[src/rtl/imem_loader_pkg.sv]
// imem_loader_pkg: shared state encoding, error codes and frame constants
// for the instruction-memory boot loader.
package imem_loader_pkg;

    typedef enum logic [2:0] {
        ST_LEN_LO,
        ST_LEN_HI,
        ST_DATA,
        ST_CSUM,
        ST_DONE,
        ST_ERROR
    } state_e;

    localparam logic [1:0] ERR_NONE = 2'd0;
    localparam logic [1:0] ERR_LEN  = 2'd1;
    localparam logic [1:0] ERR_CSUM = 2'd2;

    localparam int LEN_BYTES = 2;

endpackage

[src/rtl/imem_loader_word_assembler.sv]
// word_assembler: collects four stream bytes little-endian and presents the
// finished word with a one-cycle word_valid strobe the cycle after byte 3.
module word_assembler (
    input  logic        clk,
    input  logic        rst_n,
    input  logic        clr,
    input  logic        en,
    input  logic [7:0]  byte_in,
    output logic [31:0] word,
    output logic        word_valid
);

    logic [1:0]  cnt_q, cnt_d;
    logic [23:0] shift_q, shift_d;
    logic [31:0] word_q, word_d;
    logic        valid_q, valid_d;
    logic        last_byte;

    always_comb begin
        last_byte = en && cnt_q == 2'd3;
        cnt_d     = clr ? 2'd0 : en ? cnt_q + 2'd1 : cnt_q;
        shift_d   = clr ? 24'd0 : en ? {byte_in, shift_q[23:8]} : shift_q;
        word_d    = clr ? 32'd0 : last_byte ? {byte_in, shift_q} : word_q;
        valid_d   = !clr && last_byte;
    end

    always_ff @(posedge clk or negedge rst_n) begin
        if (!rst_n) begin
            cnt_q   <= 2'd0;
            shift_q <= 24'd0;
            word_q  <= 32'd0;
            valid_q <= 1'b0;
        end else begin
            cnt_q   <= cnt_d;
            shift_q <= shift_d;
            word_q  <= word_d;
            valid_q <= valid_d;
        end
    end

    assign word       = word_q;
    assign word_valid = valid_q;

endmodule

[src/rtl/imem_loader.sv]
// imem_loader: framed byte stream -> instruction memory writes, holding the core
// until a full image lands. Define LOADER_CSUM_EN to require a trailing XOR checksum byte.
module imem_loader
    import imem_loader_pkg::*;
#(
    parameter int ADDR_W    = 10,
    parameter int BASE_WORD = 0
) (
    input  logic              CLK,
    input  logic              RESET,
    input  logic              in_valid,
    input  logic [7:0]        in_data,
    output logic              in_ready,
    input  logic              load_req,
    output logic              imem_we,
    output logic [ADDR_W-1:0] imem_addr,
    output logic [31:0]       imem_wdata,
    output logic              core_hold,
    output logic              done,
    output logic              err,
    output logic [1:0]        err_code
);

    localparam int          LEN_W = 8 * LEN_BYTES;
    localparam int          IDX_W = ADDR_W + 1;
    localparam int unsigned CAP   = (32'd1 << ADDR_W) - BASE_WORD;
`ifdef LOADER_CSUM_EN
    localparam state_e ST_AFTER_DATA = ST_CSUM;
`else
    localparam state_e ST_AFTER_DATA = ST_DONE;
`endif

    state_e             state_q, state_d;
    logic               in_ready_q, in_ready_d;
    logic [7:0]         len_lo_q, len_lo_d;
    logic [LEN_W-1:0]   len_q, len_d;
    logic [IDX_W-1:0]   idx_q, idx_d;
    logic [1:0]         err_code_q, err_code_d;
    logic               xfer, asm_en, clr, last_write;
`ifdef LOADER_CSUM_EN
    logic [7:0]         csum_q, csum_d;
    logic               csum_ok;
`endif

    assign xfer = in_valid && in_ready_q;
    assign clr  = load_req && (state_q == ST_DONE || state_q == ST_ERROR);

    word_assembler u_asm (
        .clk        (CLK),
        .rst_n      (RESET),
        .clr        (clr),
        .en         (asm_en),
        .byte_in    (in_data),
        .word       (imem_wdata),
        .word_valid (imem_we)
    );

    always_comb begin
        last_write = imem_we && (LEN_W'(idx_q) + LEN_W'(1) == len_q);
        // a byte landing during the final write belongs to the trailer, not the payload
        asm_en     = xfer && state_q == ST_DATA && !last_write;
        state_d    = state_q;
        len_lo_d   = len_lo_q;
        len_d      = len_q;
        idx_d      = idx_q + IDX_W'(imem_we);
        err_code_d = err_code_q;
`ifdef LOADER_CSUM_EN
        csum_d     = csum_q ^ (asm_en ? in_data : 8'h00);
        csum_ok    = in_data == csum_q;
`endif
        case (state_q)
            ST_LEN_LO: if (xfer) begin
                len_lo_d = in_data;
                state_d  = ST_LEN_HI;
            end
            ST_LEN_HI: if (xfer) begin
                len_d = {in_data, len_lo_q};
                if (32'(len_d) > CAP) begin
                    state_d    = ST_ERROR;
                    err_code_d = ERR_LEN;
                end else begin
                    state_d = (len_d == '0) ? ST_AFTER_DATA : ST_DATA;
                end
            end
            ST_DATA: if (last_write) begin
                state_d = ST_AFTER_DATA;
`ifdef LOADER_CSUM_EN
                if (xfer) begin
                    state_d    = csum_ok ? ST_DONE : ST_ERROR;
                    err_code_d = csum_ok ? ERR_NONE : ERR_CSUM;
                end
`endif
            end
`ifdef LOADER_CSUM_EN
            ST_CSUM: if (xfer) begin
                state_d    = csum_ok ? ST_DONE : ST_ERROR;
                err_code_d = csum_ok ? ERR_NONE : ERR_CSUM;
            end
`endif
            ST_DONE, ST_ERROR: if (load_req) begin
                state_d    = ST_LEN_LO;
                len_lo_d   = 8'd0;
                len_d      = '0;
                idx_d      = '0;
                err_code_d = ERR_NONE;
`ifdef LOADER_CSUM_EN
                csum_d     = 8'h00;
`endif
            end
            default: state_d = ST_LEN_LO;
        endcase
        in_ready_d = state_d inside {ST_LEN_LO, ST_LEN_HI, ST_DATA, ST_CSUM};
    end

    always_ff @(posedge CLK or negedge RESET) begin
        if (!RESET) begin
            state_q    <= ST_LEN_LO;
            in_ready_q <= 1'b0;
            len_lo_q   <= 8'd0;
            len_q      <= '0;
            idx_q      <= '0;
            err_code_q <= ERR_NONE;
`ifdef LOADER_CSUM_EN
            csum_q     <= 8'h00;
`endif
        end else begin
            state_q    <= state_d;
            in_ready_q <= in_ready_d;
            len_lo_q   <= len_lo_d;
            len_q      <= len_d;
            idx_q      <= idx_d;
            err_code_q <= err_code_d;
`ifdef LOADER_CSUM_EN
            csum_q     <= csum_d;
`endif
        end
    end

    assign in_ready  = in_ready_q;
    assign imem_addr = imem_we ? ADDR_W'(BASE_WORD) + idx_q[ADDR_W-1:0] : '0;
    assign core_hold = state_q != ST_DONE;
    assign done      = state_q == ST_DONE;
    assign err       = state_q == ST_ERROR;
    assign err_code  = err_code_q;

endmodule

[config.mk]
export PLATFORM = sky130hd
export DESIGN_NAME = imem_loader
export DESIGN_NICKNAME = d
export VERILOG_FILES = /design/src/rtl/imem_loader_pkg.sv /design/src/rtl/imem_loader_word_assembler.sv /design/src/rtl/imem_loader.sv
export SDC_FILE = /design/constraint.sdc
export NUM_CORES = 1
export LEC_CHECK = 0
export BUFFER_PORTS_ARGS = -buffer_cell sky130_fd_sc_hd__buf_2
export CORE_AREA = 2 2 94 96
export DETAILED_ROUTE_END_ITERATION = 12
export DIE_AREA = 0 0 96 98
export PLACE_DENSITY = 0.78
export SETUP_SLACK_MARGIN = 0.5
export SYNTH_ARGS = -nofsm -noshare
export SYNTH_HDL_FRONTEND = slang
export SYNTH_SLANG_ARGS = --single-unit
export TNS_END_PERCENT = 50
[constraint.sdc]
create_clock -name CLK -period 2.9 [get_ports CLK]
set_clock_uncertainty 0.1 [all_clocks]
set_input_delay 0.435 -clock CLK [delete_from_list [all_inputs] [get_ports CLK]]
set_output_delay 0.435 -clock CLK [all_outputs]
set_load 0.02 [all_outputs]
==> summary.md <==
| Metric | Value |
|---|---|
| Gate Count Post-Synth | `480` |
| Clk slew on worst S/H paths | `0.10 ns` |
| Relative slew slack | `0.4836` |
| Gr usage total | `0.2380` |
| Placed cell areas | `5106 sq um` |
| H-tree depth | `3` |
| CP Max Fanout | `12` |
| Syn nets | `between 400 and 500` |
| Layer with the highest usage | `met2` |
| Crit path arrival time | `~2.6 ns` |
| Met1 usage | `0.3509` |
| First-pass GRT wire length | `17,550 um` |
| Core area | `8466 sq um` |
| FFs w/ async S/R, synth | `1.000` |
| Syn avg cell area | `between 9 and 10 sq um` |
| WL/cell | `roughly 17 um` |
| Die Ht | `~98 um` |
| DP Cell Count | `about 630` |
| Setup TNS | `0 ns` |
| DRC viols | `0` |
| Final #Nets | `563` |
| DRT iter0 DRCs | `around 360` |
| Top post-synthesis cells by area | `dfrtp_1, mux2i_1, nand2_1` |
| Finished Cell Area | `5609 sq um` |
| Grt ovf | `0` |
| Setup WS post-layout | `0.4401 ns` |
| Largest net degree at the start of global routing | `54` |
| Hold WC Path Type | `in2async` |
| Prevailing post-synth register cell | `dfrtp_1` |
| Synth unique cells | `42` |
| CTS Root Cell | `clkbuf_8` |
| Fin. Hold Viols | `0` |
| Final Setup Violations | `0` |
| Via Count | `approximately 3,800` |
| Fmax | `406.5 MHz` |
| Finished Layout Cells | `660` |
| Fillers | `658` |
| Post-synth EDFFs | `0` |
| Footprint of the multi-input gates | `2085 sq um` |
| TritonRoute pass-1 iters | `5` |
| Post-Place Worst Slack | `0.1370 ns` |
| Outcome | `finished, final reports clean` |
| Area grow syn2layout | `18.79%` |
| Buffers on Ports | `about 60` |
| Top-area cell type share of the netlist area | `0.5246` |
| Register area | `2484 sq um` |
| Overall Power | `3.461 mW` |
| Starting density of the core | `0.5578` |
| Commonest non-fill, non-tap cells in the layout | `dfrtp_1, nand2_1, buf_2, inv_1, mux2i_1` |
| Antenna Nets Post-Route | `0` |
| Seq/Total Area, Yosys | `0.5246` |
| # diodes | `0` |
| Initial antenna violation count | `0` |
| Die W | `96 um` |
| VDD IR-drop max | `about 350 uV` |
| Unrepaired setup endpoints after global routing | `true` |
| Final wirelength | `11,440 um` |
| Max-slew violation count | `0` |
| RePlAce Congestion | `roughly 0.85` |
| TritonCTS Buffers | `9` |
| PwrDens | `around 620 nW/um^2` |
| Commonest non-fill, non-tap cell in the layout | `dfrtp_1` |
| Top Ports | `61` |
| Placed wire-length estimate | `7005 um` |
| Max-cap viol count | `0` |
| Post-synthesis cell area | `4722 sq um` |
| CP Class | `reg2reg` |
| Clock tree buffer depth | `2` |
| Met2 Use GR | `0.3552` |
| Layout cell share with drive strength beyond 1 | `0.2355` |
| CP Launch Type | `flop` |
| Leakage | `roughly 2.6 nW` |
| Worst setup EP type | `flop` |
| Worst Tran Pin Value | `0.7746 ns` |
| Final period util | `0.8482` |
| Clock latency on the worst-skew pair | `0.36 ns` |
| Hold_buf cts | `0` |
| CTS Sinks | `a little under 100` |
| CTS tree | `done` |
| Yosys top cell by area | `dfrtp_1` |
| Via density | `5.823` |
| Number of global-route vias before repair | `3,583` |
| Post-synthesis register bit count | `99` |
| # rows | `34` |
| DIE AREA | `9408 sq um` |
| M3 GR Usage | `0.04552` |
| Yosys warning total | `0` |
| Worst EP required | `3.04 ns` |
| Minimum clock period | `approximately 2.5 ns` |
kinds of logic (layout without fill, tap and decap cells):
logic type | count (synthesis) | after routing | synth area share
xor gates and xnor gates | 23 | 23 | 0.04266
adders and majority gates | 4 | 4 | 0.01060
and+or+nand+nor | 185 | 187 | 0.1873
buffers and inverters | 63 | 133 | 0.06280
AOI/OAI and AO/OA | 71 | 71 | 0.09910
muxes | 34 | 34 | 0.07207
other | 1 | 1 | 0.0007942
DFF | 99 | 99 | 0.5246
flip-flops by register name (all words and copies together), names as in the netlist, 2 cells and up:
signal / count
idx_q: 11
len_lo_q: 8
len_q: 16
state_q: 3
u_asm.cnt_q: 2
u_asm.shift_q: 24
u_asm.word: 32
timing repair:
action                                  CTS  global route
endpoints found under the setup margin   58            58
gates cloned                              0             6
pin swaps                                 0             6
buffers inserted                          6             3
gates resized for setup                  13            20
cell usage after synthesis, types with 12 or more instances:
cell,instances
xnor2_1,12
nor2_1,19
mux2i_1,34
and2_1,12
o31ai_1,24
nand3_1,34
o21ai_0,30
nand2b_1,15
nand2_1,80
dfrtp_1,99
inv_1,36
clkbuf_1,13
worst max-delay path, stage by stage (launching register included):
cell and delay, ns:
dfrtp_1 0.46, ha_4 0.19, nand3_1 0.08, nor2_2 0.16
a31oi_1 0.07, or4_4 0.56, or2_4 0.30, clkbuf_16 0.19
nand3_1 0.13, o31ai_1 0.10
final timing paths:
check	startpoint	endpoint	slack (ns)	cells after the start
max in group asynchronous	RESET	u_asm.shift_q[0]	1.99	2
hold reg to reg	err_code[0]	err_code[0]	0.39	2
min in group CLK	in_data[6]	u_asm.shift_q[22]	0.24	3
setup reg to reg	idx_q[0]	u_asm.shift_q[17]	0.44	9
hold / removal	RESET	idx_q[4]	0.002	1
setup / recovery	idx_q[0]	u_asm.shift_q[17]	0.44	9
report_power, final:
part / internal, mW / total, mW / switching (mW)
Sequential: 1.56 / 1.75 / 0.188
Combinational: 0.309 / 0.867 / 0.558
Clock: 0.329 / 0.847 / 0.518
final cells by class:
cell class	count	share of cell area
tap	108	0.02409
clock buffer	9	0.02208
sequential	99	0.4428
timing repair buffer	81	0.1046
multi-input combinational	320	0.3716
inverter	36	0.02409
clock inverter	7	0.01071
per-layer routing:
metal | wire length (um) | share of wire | up-vias
met5 | 0 | 0 | -
met3 | 863 | 0.075 | 21
met1 | 4990 | 0.44 | 1883
li1 | - | - | 1757
met2 | 5389 | 0.47 | 182
met4 | 193 | 0.017 | 0
metrics by stage:
step	util	hold WS [ns]
after floorplan	-	0.03941
after global placement	0.6032	0.3575
after detailed placement	0.6032	0.3645
after CTS	0.6360	0.04187
after global routing	0.6626	0.05562
final	0.6626	0.002108
Note: power is estimated with default switching activity, not from simulation.
